`config.mk`:
```
export PLATFORM = sky130hd
export DESIGN_NAME = obi_memcheck_master
export DESIGN_NICKNAME = d
export VERILOG_FILES = /design/src/rtl/obi_memcheck_pkg.sv /design/src/rtl/obi_memcheck_master.sv
export SDC_FILE = /design/constraint.sdc
export NUM_CORES = 1
export LEC_CHECK = 0
export BUFFER_PORTS_ARGS = -buffer_cell sky130_fd_sc_hd__buf_4
export CAP_MARGIN = 0
export CORE_ASPECT_RATIO = 1.25
export CORE_UTILIZATION = 40
export CTS_CLUSTER_DIAMETER = 30
export DETAILED_ROUTE_END_ITERATION = 16
export SKIP_LAST_GASP = 1
export SLEW_MARGIN = 20
export SYNTH_ARGS = -nofsm -noshare
export SYNTH_HDL_FRONTEND = slang
export SYNTH_SLANG_ARGS = --single-unit
```
`constraint.sdc`:
```
create_clock -name clk -period 9.35 [get_ports clk]
set_clock_uncertainty 0.2 [all_clocks]
set_input_delay 1.4025 -clock clk [delete_from_list [all_inputs] [get_ports clk]]
set_output_delay 1.4025 -clock clk [all_outputs]
set_load 0.02 [all_outputs]
```
`src/rtl/obi_memcheck_pkg.sv`:
```
// Shared types and pattern helpers for the OBI memory checker.
// Pure combinational functions, no latency.
// No flow control here; used by the initiator for issue and check.
package obi_memcheck_pkg;

  typedef enum logic [2:0] {
    S_IDLE   = 3'd0,
    S_WRITE  = 3'd1,
    S_WDRAIN = 3'd2,
    S_READ   = 3'd3,
    S_RDRAIN = 3'd4,
    S_DONE   = 3'd5
  } state_t;

  localparam logic [3:0] BE_ALL = 4'b1111;

  // Data word written to (and expected back from) a given byte address.
  function automatic logic [31:0] pattern_data(input logic [31:0] seed, input logic [31:0] addr);
    return seed ^ addr;
  endfunction

  // Tag nibble for a word; only the index parity matters, so only bit 0 is taken.
  function automatic logic [3:0] pattern_tag(input logic idx_lsb, input logic inv);
    return {4{idx_lsb ^ inv}};
  endfunction

endpackage

```
`src/rtl/obi_memcheck_master.sv`:
```
// OBI initiator: writes a data/tag pattern over a word range, reads it back, counts mismatches.
// Zero-wait memory: N writes, drain, N reads, drain; done in cycle 2N+3 after start (cycle 1 if N=0).
// Requests are held until granted; at most MAX_OUTSTANDING unanswered beats; responses in order.
module obi_memcheck_master
  import obi_memcheck_pkg::*;
#(
  parameter int MAX_OUTSTANDING = 2,
  parameter int CNT_W           = 16
) (
  input  logic             clk,
  input  logic             rst,
  input  logic             start,
  input  logic [31:0]      base_addr,
  input  logic [CNT_W-1:0] num_words,
  input  logic [31:0]      seed,
  input  logic             tag_inv,
  output logic             busy,
  output logic             done,
  output logic [CNT_W-1:0] err_count,
  output logic [31:0]      first_err_addr,
  output logic             proto_err,
  output logic             req,
  input  logic             gnt,
  output logic [31:0]      addr,
  output logic             we,
  output logic [3:0]       be,
  output logic [31:0]      wdata,
  input  logic             rvalid,
  input  logic [31:0]      rdata,
  output logic             we_tag,
  output logic [3:0]       wdata_tag,
  input  logic             gnt_tag,
  input  logic             rvalid_tag,
  input  logic [3:0]       rdata_tag
);

  state_t           state, state_n;
  logic [31:0]      base_q, seed_q;
  logic [CNT_W-1:0] num_q;
  logic             inv_q;
  logic [CNT_W-1:0] iss_idx, rsp_idx;
  logic [3:0]       out_cnt, out_nxt;
  logic             grant, resp, last_iss, req_ok, rd_phase, mismatch, proto_viol;
  logic [31:0]      base_al, exp_addr, addr_inc;

  assign base_al    = base_addr & ~32'd3;
  assign grant      = req & gnt & gnt_tag;
  // A response with nothing outstanding is a protocol error and is not counted.
  assign resp       = rvalid & (out_cnt != 4'd0);
  assign out_nxt    = out_cnt + 4'(grant) - 4'(resp);
  assign req_ok     = out_nxt < 4'(MAX_OUTSTANDING);
  assign last_iss   = (iss_idx + CNT_W'(1)) == num_q;
  assign rd_phase   = (state == S_READ) || (state == S_RDRAIN);
  assign exp_addr   = base_q + (32'(rsp_idx) << 2);
  assign addr_inc   = addr + 32'd4;
  assign mismatch   = (rdata != pattern_data(seed_q, exp_addr)) ||
                      (rdata_tag != pattern_tag(rsp_idx[0], inv_q));
  assign proto_viol = (req & (gnt != gnt_tag)) | (rvalid != rvalid_tag) |
                      (rvalid & (out_cnt == 4'd0));

  // State register.
  always_ff @(posedge clk) begin
    if (rst) state <= S_IDLE;
    else     state <= state_n;
  end

  // Phase sequencing: drains wait until every granted beat has been answered.
  always_comb begin
    state_n = state;
    case (state)
      S_IDLE:   if (start) state_n = (num_words == '0) ? S_DONE : S_WRITE;
      S_WRITE:  if (grant && last_iss) state_n = S_WDRAIN;
      S_WDRAIN: if (out_nxt == 4'd0) state_n = S_READ;
      S_READ:   if (grant && last_iss) state_n = S_RDRAIN;
      S_RDRAIN: if (out_nxt == 4'd0) state_n = S_DONE;
      S_DONE:   state_n = S_IDLE;
      default:  state_n = S_IDLE;
    endcase
  end

  // Request issue, outstanding tracking, read-back checking and status outputs.
  always_ff @(posedge clk) begin
    if (rst) begin
      req            <= 1'b0;
      addr           <= '0;
      we             <= 1'b0;
      we_tag         <= 1'b0;
      be             <= '0;
      wdata          <= '0;
      wdata_tag      <= '0;
      busy           <= 1'b0;
      done           <= 1'b0;
      err_count      <= '0;
      first_err_addr <= '0;
      proto_err      <= 1'b0;
      base_q         <= '0;
      seed_q         <= '0;
      num_q          <= '0;
      inv_q          <= 1'b0;
      iss_idx        <= '0;
      rsp_idx        <= '0;
      out_cnt        <= '0;
    end else begin
      busy    <= (state_n != S_IDLE);
      done    <= (state_n == S_DONE);
      out_cnt <= out_nxt;

      if (state == S_IDLE && start) proto_err <= 1'b0;
      else if (proto_viol)          proto_err <= 1'b1;

      if (state == S_IDLE && start) begin
        base_q         <= base_al;
        seed_q         <= seed;
        num_q          <= num_words;
        inv_q          <= tag_inv;
        err_count      <= '0;
        first_err_addr <= '0;
        iss_idx        <= '0;
        rsp_idx        <= '0;
        be             <= BE_ALL;
        req            <= (num_words != '0);
        addr           <= base_al;
        we             <= 1'b1;
        we_tag         <= 1'b1;
        wdata          <= pattern_data(seed, base_al);
        wdata_tag      <= pattern_tag(1'b0, tag_inv);
      end

      // Request fields only advance on a grant, so they stay stable while stalled.
      if (state == S_WRITE || state == S_READ) begin
        if (grant && last_iss) begin
          req <= 1'b0;
        end else begin
          req <= req_ok;
          if (grant) begin
            iss_idx   <= iss_idx + CNT_W'(1);
            addr      <= addr_inc;
            wdata     <= pattern_data(seed_q, addr_inc);
            wdata_tag <= pattern_tag(~iss_idx[0], inv_q);
          end
        end
      end

      if (state == S_WDRAIN && state_n == S_READ) begin
        req       <= 1'b1;
        iss_idx   <= '0;
        addr      <= base_q;
        we        <= 1'b0;
        we_tag    <= 1'b0;
        wdata     <= pattern_data(seed_q, base_q);
        wdata_tag <= pattern_tag(1'b0, inv_q);
      end

      if (rd_phase && resp) begin
        rsp_idx <= rsp_idx + CNT_W'(1);
        if (mismatch) begin
          if (err_count != '1) err_count <= err_count + CNT_W'(1);
          if (err_count == '0) first_err_addr <= exp_addr;
        end
      end
    end
  end

endmodule

```
# Word-level counts from Yosys, hierarchy flattened
# Index checks and enable logic that the tools add are counted.
# op_classes
addsub	7
multipliers	0
div	0
magnitude_cmp	1
n_eq_ne	12
shift	0
mux	40
bitwise_logic	14
n_reduce_logical	19
# ops
cell	count
2-to-1 mux 32 bit	14
2-to-1 mux 16 bit	10
bitwise XOR 32 bit	4
adder 16 x 1 -> 16 bit, second input constant	3
adder 32 x 18 -> 32 bit	1
adder 32 x 3 -> 32 bit, second input constant	1
zero test 16 bit	2
inequality test 32 bit	1
2-to-1 mux 4 bit	5
2-to-1 mux 3 bit	6
== test 16 bit	1
inequality test 16 bit, second input constant	1
nonzero test 16 bit	1
case mux 3 bit (5 select lines)	1
== test 3 x 2 -> 1 bit, second input constant	3
zero test 4 bit	2
== test 3 bit, second input constant	2
nonzero test 3 bit	2
AND 1 bit	5
adder 4 x 1 -> 4 bit	1
logical AND 1 bit	4
less-than comparator 4 x 2 -> 1 bit, second input constant	1
2-to-1 mux 1 bit	4
inequality test 4 bit	1
11 further kinds	17
# totals
regBits	240
latch_bits	0
mem_bits_rw	0
romBits	0
inputBits	124
output_inout_bits	126
word_cells	113
n_memories	0

# Depth between registers and ports, before layout
# Gate-level depths: netlist of the first run.
# depth
word_depth	10
mapped_depth	17

# Worst setup path before layout of the first run
# Ideal clock, no wire load.
# synth_timing
kind	input to register
start	input rvalid
end	register addr[6]
setup_time_ns	0.091
arrival_time_ns	4.085
required_ns	9.059
slack_ns	4.975
path_stages	14
n_path_buf	3
cell_sequence	a21boi_0 ha_1 inv_1 ha_1 fa_1 xor2_1 nor2_1 a31oi_1 or3_1 clkbuf_1 clkbuf_1 clkbuf_1 nor2_1 a311oi_1
# synth_via
elab_chain_len	8
elab_cells_between_ends	9
cone_classes	add/sub (1); eq/ne (1); mux (4); bitwise (1); reduce/logical (2)
# synth_rtl
element	line_no	source
start: declaration	obi_memcheck_master.sv:28	input logic rvalid,
AND 1 bit *	obi_memcheck_master.sv:49	assign resp = rvalid & (out_cnt != 4'd0);
subtractor 4 x 1 -> 4 bit *	obi_memcheck_master.sv:50	assign out_nxt = out_cnt + 4'(grant) - 4'(resp);
zero test 4 bit *	obi_memcheck_master.sv:73, obi_memcheck_master.sv:75	
2-to-1 mux 3 bit, on equally long branches	obi_memcheck_master.sv:75, obi_memcheck_master.sv:73	
case mux 3 bit (5 select lines) *	obi_memcheck_master.sv:70	case (state)
== test 3 x 2 -> 1 bit *	obi_memcheck_master.sv:144	if (state == S_WDRAIN && state_n == S_READ) begin
logical AND 1 bit *	obi_memcheck_master.sv:144	
2-to-1 mux 32 bit *	obi_memcheck_master.sv:144	
end signal: assignment	obi_memcheck_master.sv:122	addr <= base_al;
end signal: assignment	obi_memcheck_master.sv:137	addr <= addr_inc;
end signal: assignment	obi_memcheck_master.sv:147	addr <= base_q;
end: declaration	obi_memcheck_master.sv:24	output logic [31:0] addr,
# Mark *: on every way between the ends. The rest lies on a longest branch, timed or not.
# A chain may end at the register's enable or synchronous reset.

# Final worst setup path of the first run
# layout_timing
start	register rsp_idx[0]
end	register first_err_addr[31]
# layout_via
elab_chain_len	6
elab_cells_between_ends	9
cone_classes	add/sub (1); eq/ne (2); mux (3); bitwise (2); reduce/logical (1)
# layout_rtl
element	line_no	source
start: declaration	obi_memcheck_master.sv:41	logic [CNT_W-1:0] iss_idx, rsp_idx;
start signal: assignment	obi_memcheck_master.sv:155	rsp_idx <= rsp_idx + CNT_W'(1);
adder 32 x 18 -> 32 bit	obi_memcheck_master.sv:54	assign exp_addr = base_q + (32'(rsp_idx) << 2);
bitwise XOR 32 bit	obi_memcheck_pkg.sv:19	return seed ^ addr;
inequality test 32 bit	obi_memcheck_master.sv:56	assign mismatch = (rdata != pattern_data(seed_q, exp_addr)) ||
logical OR 1 bit	obi_memcheck_master.sv:56	
2-to-1 mux 32 bit *	obi_memcheck_master.sv:156	if (mismatch) begin
2-to-1 mux 32 bit *	obi_memcheck_master.sv:154	if (rd_phase && resp) begin
end signal: assignment	obi_memcheck_master.sv:158	if (err_count == '0) first_err_addr <= exp_addr;
end: declaration	obi_memcheck_master.sv:20	output logic [31:0] first_err_addr,
# Marks and branches as above.

==> summary.txt, run 1 <==
Run status
  • Status: completed

Critical path
  • CP Data Arrival Time: 5930 ps
  • Crit. End Element: flip-flop
  • CP cell instances: ha_1 -> inv_1 -> fa_1 -> xor2_1 -> xnor2_1 -> nor4_1 -> o2111ai_1 -> nor4_1 -> nand4_1 -> or4_1 -> nor4_4 -> a21o_1 -> buf_4 -> nor2_2 -> buf_4 -> mux2_1
  • Slowest stage delay, CP: 620 ps
  • Critical path's top delay family: simple AND/OR/NAND/NOR gates
  • Worst Path Class, Setup: flip-flop to flip-flop
  • Startpoint types: flip-flop
  • Critical Path RT: 9600 ps
  • Worst path bufs/invs: 3
  • Slowest stage cell on the critical path: fa_1
  • Worst-path fanout max: 45

Global routing
  • Total track usage: 0.269
  • First-pass GRT wire length: 79.4 mm
  • Largest net degree at the start of global routing: 136
  • Number of global-route vias before repair: 13900
  • Gr ovfl total: 0
  • Initial antenna violation count: 0

Drt
  • Via/cell ratio: 5.63
  • Routed vias: 14800
  • Routed Antenna Nets: 0
  • DRT iter0 DRCs: 1027
  • Routed wire per std cell: 19.7 microns
  • Drt pass-1 iters: 7
  • DRC: 0
  • Routed WL: 51.8 mm

Power
  • Sw Share: 0.269
  • P per Cell Area: 202 nW/um^2
  • Sequential share of power: 0.304
  • Power Internal: 2.76 mW
  • Max VDD drop: 0.168 mV
  • Pleak: 7.31 nW
  • NetSw: 1.02 mW
  • Clock power frac: 0.560
  • Combinational share of power: 0.136

Logic synthesis
  • Yosys warning total: 0
  • Syn nets: 2079
  • Mean Syn Cell Area: 7.63 sq um
  • Mapped Area: 14700 sq um
  • Leading area contributor after synthesis: dfxtp_1
  • Sequential element share of the synthesized area: 0.327
  • Number of synthesized register bits: 240
  • Post-synth top area share: 0.327
  • Area contributors post-synth: dfxtp_1 (33%), nand2_1 (9.2%), xnor2_1 (8.1%), a21oi_1 (5.9%), xor2_1 (4.6%)
  • Gate Count Post-Synth: 1927
  • Ys async rst share: 0
  • Library cells used by synthesis: 82
  • Post-synth EDFFs: 0
  • Main synth FF type: dfxtp_1

Floorplanning
  • I/O pins: 250
  • Width of the die: 173 microns
  • DIE AREA: 37500 sq um
  • Core Box Area: 36200 sq um
  • Row count: 78
  • Die Y-Extent: 216 microns
  • Initial Utilization: 0.406

Place
  • GPL Wtd Cong: 0.916
  • DPL Wire Length: 36.7 mm
  • Pre-CTS WS: 3540 ps
  • IO Port Bufs: 247
  • Post-DP Area: 16700 sq um

Clocking
  • Reg clk slew, reported paths: 40 ps
  • Post-CTS Hold Fix Bufs: 0
  • Post-CTS Setup Repair Bufs: 0
  • CTS resizes: 0
  • CTS tree: built
  • H-tree depth: 2
  • Clock latency on the worst-skew pair: 590 ps
  • Max clock buf depth: 3
  • CTS root buffer: clkbuf_16
  • Clk sinks: 240
  • Total CTS buffers: 55

Flow run
  • Max_cap viols: 0

Timing
  • Final setup viols: 0
  • Tmin final: 5680 ps
  • Final period util: 0.608
  • Fmax: 176 MHz
  • Total negative slack: 0 ps
  • Max-slew headroom: 0.296
  • Final hold violations: 0
  • Worst Tran Pin Value: 1050 ps
  • RSZ-0062 raised after global routing: no
  • Fin worst setup slack: 3670 ps
  • Slew Viols, Final: 0

Cells and area
  • Fill count: 3489
  • Share of cells above drive strength 1: 0.192
  • Fin area: 18700 sq um
  • Area delta synth->final: 27.4%
  • Final nets: 2259

Worst hold path
  • Worst min path class: flip-flop to flip-flop
-- cell type report --
type | count | area (sq um) | share of cell area
well taps | 480 | 601 | 0.0321
inverters | 18 | 67.6 | 0.00361
repair buffers | 262 | 1980 | 0.106
multi-input cells | 1530 | 9230 | 0.493
clock inverters | 39 | 594 | 0.0317
diodes | 1 | 2.50 | 0.000134
clock buffers | 64 | 1440 | 0.0769
flip-flops and latches | 240 | 4800 | 0.257
-- synth_stat cells (9+ instances only) --
library cell,number
nor3_1,45
a31oi_1,17
or2_2,11
nand3_1,66
a211oi_1,21
nand4_1,16
or4_1,11
o21ai_0,70
xor2_1,78
xnor2_1,136
and2_1,9
nor3b_1,9
dfxtp_1,240
nor4_1,21
nor2_1,162
or3_1,19
o211ai_1,33
and3_1,28
buf_2,22
a21oi_1,174
and4_1,13
a21o_1,11
inv_1,18
mux2i_1,17
ha_1,26
o21ai_1,12
clkbuf_1,97
a311oi_1,35
nand2_1,360
-- cell families after synthesis --
| family | synth area share |
|---|---|
| buffers and inverters | 0.0468 |
| muxes | 0.0146 |
| adders and majority gates | 0.0249 |
| AOI/OAI and AO/OA | 0.203 |
| and+or+nand+nor | 0.253 |
| DFF | 0.327 |
| xor gates and xnor gates | 0.131 |
-- state kept, by name, indices dropped and copies added, names as in the netlist, named ones only --
signal and count:
busy 1, we_tag 1, rsp_idx 16, state 3, err_count 16, req 1, wdata_tag 4, num_q 16
base_q 30, inv_q 1, be 1, out_cnt 4, iss_idx 16, first_err_addr 32, proto_err 1, done 1
seed_q 32, wdata 32, addr 30
-- metrics by stage --
stage                     power (mW)  hold WS (ps)  utilization  std cells
after floorplan                 1.48           248            -       1927
after CTS                       3.81           249        0.517       2633
final                           3.78           246        0.517       2634
after detailed placement        1.68           241        0.461       2530
after global placement          1.67           241        0.461       2530
after global routing            3.91           264        0.517       2633
-- per-layer routing --
layer	global-route usage	wire, microns	vias up
met1	0.336	21600	7049
li1	-	-	7170
met5	0	0	-
met2	0.455	25000	509
met4	0.112	1870	0
met3	0.0479	3430	109
-- power by group through the flow --
stage	sequential, mW	clock (mW)	combinational [mW]
2_1_floorplan	1.17	0	0.308
3_3_place_gp	1.17	0	0.506
3_5_place_dp	1.17	0	0.514
4_1_cts	1.15	2.14	0.517
5_1_grt	1.16	2.19	0.564
6_report	1.15	2.12	0.515
-- worst reg2reg max path, cell delays in order (launching register included) --
cell and delay, ps:
dfxtp_1 480, ha_1 230, inv_1 50, fa_1 620, xor2_1 310, xnor2_1 100
nor4_1 600, o2111ai_1 230, nor4_1 230, nand4_1 170, or4_1 560, nor4_4 370
a21o_1 160, buf_4 410, nor2_2 220, buf_4 270, mux2_1 330
-- placed cells by master (no fill, tap or decap), types with 12 or more instances in the layout --
master and instances:
ha_1 26, dfxtp_1 240, bufinv_16 13, a21oi_1 174
nor2_1 161, nand3_1 66, nand2_1 360, xor2_1 78
and4_1 13, a211oi_1 21, a311oi_1 35, a31oi_1 17
or3_1 17, nor4_1 21, nand4_1 16, o21ai_0 70
clkbuf_16 55, o21ai_1 12, nor3_1 43, o211ai_1 33
mux2i_1 17, xnor2_1 136, and3_1 28, inv_1 18
buf_4 260
-- final timing paths --
check / from / end / slack (ps) / cells after the start
worst max-delay path: rsp_idx[0] / first_err_addr[31] / 3670 / 16
worst min register to register: first_err_addr[16] / first_err_addr[16] / 250 / 2
worst min-delay path: first_err_addr[16] / first_err_addr[16] / 250 / 2
worst max register to register: rsp_idx[0] / first_err_addr[31] / 3670 / 16
(Power assumes the default switching activity.)
==> inputs of run 2 (changes only) <==
==> constraint.sdc (replaced) <==
create_clock -name clk -period 5.35 [get_ports clk]
set_clock_uncertainty 0.2 [all_clocks]
set_input_delay 0.8025 -clock clk [delete_from_list [all_inputs] [get_ports clk]]
set_output_delay 0.8025 -clock clk [all_outputs]
set_load 0.02 [all_outputs]
==> summary.txt, run 2 (synthesis gave the netlist of run 1 again) <==
Place
  • DPL Wire Length: 36.9 mm (was 36.7 mm)
  • IO Port Bufs: 247 (unchanged)
  • Placed Cells: 2539 (was 2530)
  • GPL Wtd Cong: 0.928 (was 0.916)

Timing
  • Worst hold slack: 246 ps (about the same)
  • Total negative slack: 0 ps (unchanged)
  • Slew Viols, Final: 0 (unchanged)
  • Worst Tran Pin Value: 1000 ps (was 1050 ps)
  • Final setup viols: 0 (unchanged)
  • Final hold violations: 0 (unchanged)
  • Tmin final: 4890 ps (was 5680 ps)
  • Max-slew headroom: 0.330 (was 0.296)
  • RSZ-0062 raised after global routing: no (unchanged)
  • Fmax: 204 MHz (was 176 MHz)
  • Final period util: 0.914 (was 0.608)

Power
  • Power Internal: 4.89 mW (was 2.76 mW)
  • Combinational share of power: 0.137 (was 0.136)
  • Sequential share of power: 0.303 (was 0.304)
  • Max VDD drop: 0.260 mV (was 0.168 mV)
  • Clock power frac: 0.560 (about the same)
  • Sw Share: 0.262 (was 0.269)
  • NetSw: 1.74 mW (was 1.02 mW)
  • P per Cell Area: 351 nW/um^2 (was 202 nW/um^2)
  • Pleak: 7.39 nW (was 7.31 nW)

Drt
  • WL met3: 3.14 mm (was 3.43 mm)
  • Routed wire per std cell: 19.5 microns (was 19.7 microns)
  • WL met2: 24.7 mm (was 25.0 mm)
  • DRC: 0 (unchanged)
  • Routed Antenna Nets: 0 (unchanged)
  • Highest metal used: met4 (unchanged)
  • DRT iter0 DRCs: 1054 (was 1027)
  • Routed WL: 51.5 mm (was 51.8 mm)
  • Via/cell ratio: 5.58 (was 5.63)
  • Routed vias: 14700 (was 14800)
  • WL met1: 22.2 mm (was 21.6 mm)
  • Drt pass-1 iters: 5 (was 7)

Clocking
  • H-tree depth: 2 (unchanged)
  • Reg clk slew, reported paths: 50 ps (was 40 ps)
  • Post-CTS Setup Repair Bufs: 0 (unchanged)
  • CTS resizes: 0 (unchanged)
  • Clk sinks: 240 (unchanged)
  • CTS root buffer: clkbuf_16 (unchanged)
  • Max clock buf depth: 3 (unchanged)
  • Total CTS buffers: 55 (unchanged)
  • Post-CTS Hold Fix Bufs: 0 (unchanged)
  • Clock latency on the worst-skew pair: 580 ps (was 590 ps)
  • CTS tree: built (unchanged)

Critical path
  • Critical Path RT: 5600 ps (was 9600 ps)
  • CP Data Arrival Time: 5140 ps (was 5930 ps)
  • Crit. End Element: flip-flop (unchanged)
  • R2r worst-path depth: 15 (was 16)
  • Startpoint types: flip-flop (unchanged)
  • R2r setup slk: 460 ps (was 3670 ps)
  • Worst-path fanout max: 18 (was 45)
  • Worst Path Class, Setup: flip-flop to flip-flop (unchanged)

Global routing
  • First-pass GRT wire length: 79.5 mm (was 79.4 mm)
  • Number of global-route vias before repair: 13900 (about the same)
  • Total track usage: 0.269 (about the same)
  • Gr ovfl total: 0 (unchanged)
  • Initial antenna violation count: 0 (unchanged)
  • Largest net degree at the start of global routing: 148 (was 136)

Flow run
  • Max_cap viols: 0 (unchanged)

Floorplanning
  • Width of the die: 173 microns (unchanged)
  • Die Y-Extent: 216 microns (unchanged)
  • Core Box Area: 36200 sq um (unchanged)
  • Initial Utilization: 0.406 (unchanged)
  • Row count: 78 (unchanged)
  • I/O pins: 250 (unchanged)
  • DIE AREA: 37500 sq um (unchanged)

Worst hold path
  • Hold Path Depth: 2 (unchanged)
  • Worst min path class: flip-flop to flip-flop (unchanged)

Cells and area
  • Ant diodes: 0 (was 1)
  • Top Registers: first_err_addr x32, seed_q x32, wdata x32 (unchanged)
  • Post-Layout Cell Count: 2641 (was 2634)
  • Final nets: 2268 (was 2259)
  • Fill count: 3491 (was 3489)
  • Commonest non-fill, non-tap cells in the layout: nand2_1 (360), buf_4 (264), dfxtp_1 (240) (was nand2_1 (360), buf_4 (260), dfxtp_1 (240))
  • Share of cells above drive strength 1: 0.194 (was 0.192)
  • Most common cell after layout, fill and taps aside: nand2_1 (unchanged)
  • Area delta synth->final: 28.5% (was 27.4%)
  • Fin util: 0.522 (was 0.517)

Run status
  • Status: completed (unchanged)
==> run 2: cell count changes in the layout (fill, tap and decap cells not counted), moves of 2 or more <==
| cell | before | now |
|---|---|---|
| inv_6 | 3 | 0 |
| clkinv_4 | 4 | 2 |
| buf_12 | 1 | 6 |
| clkbuf_8 | 3 | 9 |
| clkinv_2 | 10 | 8 |
| buf_4 | 260 | 264 |
==> run 2: final cells by class <==
type / count / area, sq um / area share
Clock inverter: 30 / 513 / 0.0272
Sequential cell: 240 / 4800 / 0.254
Inverter: 18 / 67.6 / 0.00358
Timing Repair Buffer: 271 / 2110 / 0.112
Tap cell: 480 / 601 / 0.0318
Multi-Input combinational cell: 1530 / 9230 / 0.489
Clock buffer: 72 / 1550 / 0.0822
==> run 2: path summary, 6_finish.rpt <==
path	startpoint	end
max	rsp_idx[0]	err_count[4]
min	first_err_addr[17]	first_err_addr[17]
max reg2reg	rsp_idx[0]	err_count[4]
min reg2reg	first_err_addr[17]	first_err_addr[17]
==> run 2: metrics by stage <==
stage / power [mW] / worst slack, ps / area (sq um)
finish: 6.63 / 458 / 18900
CTS: 6.68 / 467 / 18900
global placement: 2.93 / 528 / 16800
detailed placement: 2.95 / 469 / 16800
global route: 6.87 / 271 / 18900
floorplan: 2.58 / 1150 / 14700
==> run 2: power groups by stage <==
| stage | sequential (mW) | clock (mW) | combinational (mW) |
|---|---|---|---|
| global route | 2.02 | 3.85 | 0.996 |
| CTS | 2.01 | 3.76 | 0.909 |
| global placement | 2.04 | 0 | 0.894 |
| floorplan | 2.04 | 0 | 0.539 |
| detailed placement | 2.04 | 0 | 0.905 |
| finish | 2.01 | 3.71 | 0.909 |
==> run 2: critical path, cell delays in order, from the launching register on <==
cell and delay [ps]:
dfxtp_1 430, ha_1 210, inv_1 60, fa_1 390, and2b_1 250, o2111ai_2 280, and4_1 320, a211oi_2 390
xnor2_1 100, or4_1 550, or4_4 440, nor4_4 220, a21o_1 220, buf_4 260, nor3_1 90, a311o_1 340
==> run 2: routing by layer <==
layer  up-vias  global-route usage
met1      6976               0.341
met2       489               0.458
met4         0              0.0920
li1       7190                   -
met5         -                   0
met3        81              0.0481
